[src/rtl/regfile_scoreboard.sv]
// rtl/regfile_scoreboard.sv - architectural register file with RAW/WAW scoreboard
// Optional writeback-to-decode forwarding: define REGFILE_BYPASS_EN.
module regfile_scoreboard #(
   parameter int DATA_W = 32,
   parameter int ADDR_W = 5
) (
   input  logic              clk,
   input  logic              rst,
   input  logic [ADDR_W-1:0] wb_reg,
   input  logic [DATA_W-1:0] wb_data,
   input  logic              flush,
   input  logic              req_valid,
   output logic              req_ready,
   input  logic [ADDR_W-1:0] rs1_addr,
   input  logic [ADDR_W-1:0] rs2_addr,
   input  logic [ADDR_W-1:0] rd_addr,
   output logic              rsp_valid,
   output logic [DATA_W-1:0] rs1_data,
   output logic [DATA_W-1:0] rs2_data
);

   localparam int NREG = 1 << ADDR_W;

   logic [DATA_W-1:0] r_regs [NREG];
   logic [NREG-1:0]   r_pending;
   logic              r_rsp_valid;
   logic [DATA_W-1:0] r_rs1_data;
   logic [DATA_W-1:0] r_rs2_data;

   logic              w_wb_en;
   logic              w_byp_rs1;
   logic              w_byp_rs2;
   logic              w_byp_rd;
   logic              w_accept;
   logic [NREG-1:0]   w_pending_next;
   logic [DATA_W-1:0] w_rs1_val;
   logic [DATA_W-1:0] w_rs2_val;

   assign w_wb_en = (wb_reg != '0);

`ifdef REGFILE_BYPASS_EN
   assign w_byp_rs1 = w_wb_en && (wb_reg == rs1_addr);
   assign w_byp_rs2 = w_wb_en && (wb_reg == rs2_addr);
   assign w_byp_rd  = w_wb_en && (wb_reg == rd_addr);
`else
   assign w_byp_rs1 = 1'b0;
   assign w_byp_rs2 = 1'b0;
   assign w_byp_rd  = 1'b0;
`endif

   assign req_ready = !flush
                   && !(r_pending[rs1_addr] && !w_byp_rs1)
                   && !(r_pending[rs2_addr] && !w_byp_rs2)
                   && !(r_pending[rd_addr]  && !w_byp_rd);

   assign w_accept = req_valid && req_ready;

   assign w_rs1_val = (rs1_addr == '0) ? '0 : (w_byp_rs1 ? wb_data : r_regs[rs1_addr]);
   assign w_rs2_val = (rs2_addr == '0) ? '0 : (w_byp_rs2 ? wb_data : r_regs[rs2_addr]);

   // Order matters: a reservation in the same cycle overrides the writeback clear.
   always_comb begin
      w_pending_next = r_pending;
      if (w_wb_en)
         w_pending_next[wb_reg] = 1'b0;
      if (flush)
         w_pending_next = '0;
      if (w_accept && (rd_addr != '0))
         w_pending_next[rd_addr] = 1'b1;
      w_pending_next[0] = 1'b0;
   end

   always_ff @(posedge clk or posedge rst) begin
      if (rst) begin
         for (int i = 0; i < NREG; i++)
            r_regs[i] <= '0;
         r_pending   <= '0;
         r_rsp_valid <= 1'b0;
         r_rs1_data  <= '0;
         r_rs2_data  <= '0;
      end else begin
         if (w_wb_en)
            r_regs[wb_reg] <= wb_data;
         r_pending   <= w_pending_next;
         r_rsp_valid <= w_accept;
         if (w_accept) begin
            r_rs1_data <= w_rs1_val;
            r_rs2_data <= w_rs2_val;
         end
      end
   end

   assign rsp_valid = r_rsp_valid;
   assign rs1_data  = r_rs1_data;
   assign rs2_data  = r_rs2_data;

endmodule

[config.mk]
export PLATFORM = sky130hd
export DESIGN_NAME = regfile_scoreboard
export DESIGN_NICKNAME = d
export VERILOG_FILES = /design/src/rtl/regfile_scoreboard.sv
export SDC_FILE = /design/constraint.sdc
export NUM_CORES = 2
export LEC_CHECK = 0
export BUFFER_PORTS_ARGS = -buffer_cell sky130_fd_sc_hd__buf_2
export CAP_MARGIN = 0
export CORE_ASPECT_RATIO = 0.9
export CORE_MARGIN = 4
export CORE_UTILIZATION = 45
export DETAILED_ROUTE_END_ITERATION = 10
export GPL_TIMING_DRIVEN = 0
export SYNTH_ARGS = -nofsm -noshare
export SYNTH_HDL_FRONTEND = slang
export SYNTH_SLANG_ARGS = --single-unit
[constraint.sdc]
create_clock -name clk -period 52.1 [get_ports clk]
set_clock_uncertainty 0.1 [all_clocks]
set_input_delay 10.42 -clock clk [delete_from_list [all_inputs] [get_ports clk]]
set_output_delay 10.42 -clock clk [all_outputs]
set_load 0.005 [all_outputs]
==> impl_metrics.toml <==
[synthesis]
synth_nets = 3715
synth.distinct_cells = 47
synth_edf_count = 0
synthArstFlopShare = 1.00
synth_ff_type = "dfrtp_1"
synthesis.area_sq_um = 58700
synth_cells = 3659
yosysWarnings = 0
postSynthAreaPerCell_sq_um = 16.0
seq_area_frac_synth = 0.478
synth_seq_cells = 1120

[pwr]
p_leak_uw = 0.0273
design_power_total_uw = 2760
peakVddDrop_mv = 0.0285
powerDensity_nw_per_um2 = 41.8

[worst_setup_path]
r2r-start = "r_pending[4]"
crit_path_cell_trace = "buf_2 > clkbuf_1 > buf_2 > a221oi_1 > nor3_1 > nor4_1 > nand4_1 > clkbuf_1 > inv_1 > buf_2"
critPathLaunch = "rs2_addr[0]"
setup.worst_path.end_class = "output pin"
cp.required_ns = 41.58
crit_type = "in2out"
rrSetupSlack_ns = 48.43
crit_fanout = 10
cpMaxStageDelayCell = "buf_2"
cp_common_cell = "buf_2"
slowest_delay_ns = 0.72
cp-start-kind = "input pin"
rr_worst_depth = 7
cp_data_arrival_time_ns = 13.59

[routing]
dr.first_iter.drc_count = 4343
wirelength_mm = 228
vias = 38900
avgViaCountPerCell = 6.78
wl_per_cell_um = 39.8
postRouteAntennaNets = 0
first_pass_iters = 7
drc = 0

[global_routing]
grt_pass1_vias = 38900
grt_remaining_overflow = 0
grt_start_max_net_pins = 127
grt_first_pass_wirelength_mm = 315
antenna_found_initial = 11
grt_use_total = 0.336

[floorplanning]
core_sq_um = 129000
die-area_sq_um = 136000
num_rows = 125
ioPinCount = 122
die_w_um = 389
die_y_um = 351
initial_utilization = 0.454

[clocking]
cts_buffers = 120
clock_latency_ns = 0.77
htreeDepth = 3
cts_tree = "yes"
clockBufferDepth = 3
hold_buffers = 0
root_buffer = "clkbuf_16"
clk_pin_slew_ns = 0.06
postCtsSetupBuffers = 0
cts_resized = 0
clock_sinks = 1120

[min_path]
whs_path_depth = 1
holdCritStartpoint = "r_regs[1010]"
hold_class = "reg2reg"

[timing]
rsz0062_at_grt = "false"
finalHoldViolations = 0
report.final.slew_viol_count = 109
period_share = 0.463
fmax_mhz = 41.5
finalSetupViolCount = 0
slew_headroom = -0.0747
fin_crit_ns = 24.11
worst_pin_slew_ns = 1.61

[finish]
final_common_cell = "dfrtp_1"
nFillCells = 10900
instances_no_fill = 5729
layout_common_cells = "dfrtp_1, mux2_2, mux4_2, clkbuf_1, buf_2"
drive_above_1_share = 0.530
area_growth_pct = 12.3
fin_nets = 3964

[status]
status = "finished, violations left"
violations = "capacitance limit, slew limit"

[flow_run]
maxCapViolations = 14

[placed_design]
dp.cells = 5497
port_buffers = 109
gp_congestion = 0.911
place_hpwl_mm = 150
cells by family after synthesis:
family	after synthesis	share of synthesized area
flip-flops	1120	0.478
buffers and inverters	462	0.0313
AND/OR/NAND/NOR	216	0.0198
multiplexers	1732	0.456
AO/OA/AOI/OAI	129	0.0150
through the flow:
| step | setup WS (ns) | setup TNS (ns) | utilization | instance area (sq um) | hold slack [ns] |
|---|---|---|---|---|---|
| floorplan | 10.04 | 0 | - | 58700 | 0.341 |
| global placement | -3.80 | -4099.02 | 0.475 | 61400 | 0.354 |
| detailed placement | 28.13 | 0 | 0.478 | 61800 | 0.365 |
| CTS | 28.12 | 0 | 0.509 | 65800 | 0.382 |
| global route | 27.92 | 0 | 0.509 | 65900 | 0.393 |
| finish | 27.99 | 0 | 0.509 | 65900 | 0.379 |
Yosys cell counts, types with 28 or more instances:
master / count / area, sq um
buf_1: 61 / 229
o21ai_0: 49 / 245
nor2b_1: 28 / 175
dfrtp_1: 1120 / 28000
mux2_2: 1010 / 11400
mux2i_1: 39 / 390
inv_1: 40 / 150
mux2_4: 49 / 736
buf_2: 51 / 255
nand2_1: 69 / 259
clkbuf_1: 303 / 1140
mux4_2: 634 / 14300
power breakdown:
group          switching (uW)  internal, uW  leakage, uW
Clock                     374           515      0.00198
Sequential                142          1070       0.0139
Combinational             258           393       0.0115
Total                     774          1980       0.0273
final timing paths:
kind                                end
max                           req_ready
min                        r_regs[1010]
max reg2reg                rs2_data[18]
min reg2reg                r_regs[1010]
max in group asynchronous   r_regs[842]
min in group asynchronous    r_regs[94]
cell type report:
cell class	count	area [sq um]	share of cell area
flip-flops and latches	1120	28000	0.425
clock inverters	34	429	0.00651
plain buffers	421	1740	0.0265
repair buffers	127	941	0.0143
diodes	10	25.0	0.000380
clock buffers	185	3590	0.0545
well taps	1714	2140	0.0325
inverters	41	161	0.00245
multi-input cells	2077	28800	0.438
critical path: cells and delay by family:
family | cells | cell delay [ns]
AO/OA/AOI/OAI | 1 | 0.16
buffers and inverters | 6 | 2.43
AND/OR/NAND/NOR | 3 | 0.55
metal layers:
layer  vias up  routed length (um)  track usage
met5         -                  52            0
met4         8               13700        0.178
met3       575               24500        0.111
met2      2238               99700        0.492
met1     21300               90200        0.448
li1      14700                   -            -
state kept, by name (all words and copies together) (netlist names):
register	flops
rs2_data	32
r_pending	31
rs1_data	32
r_regs	1024
rsp_valid	1
Power figures use the tool's default switching activity.
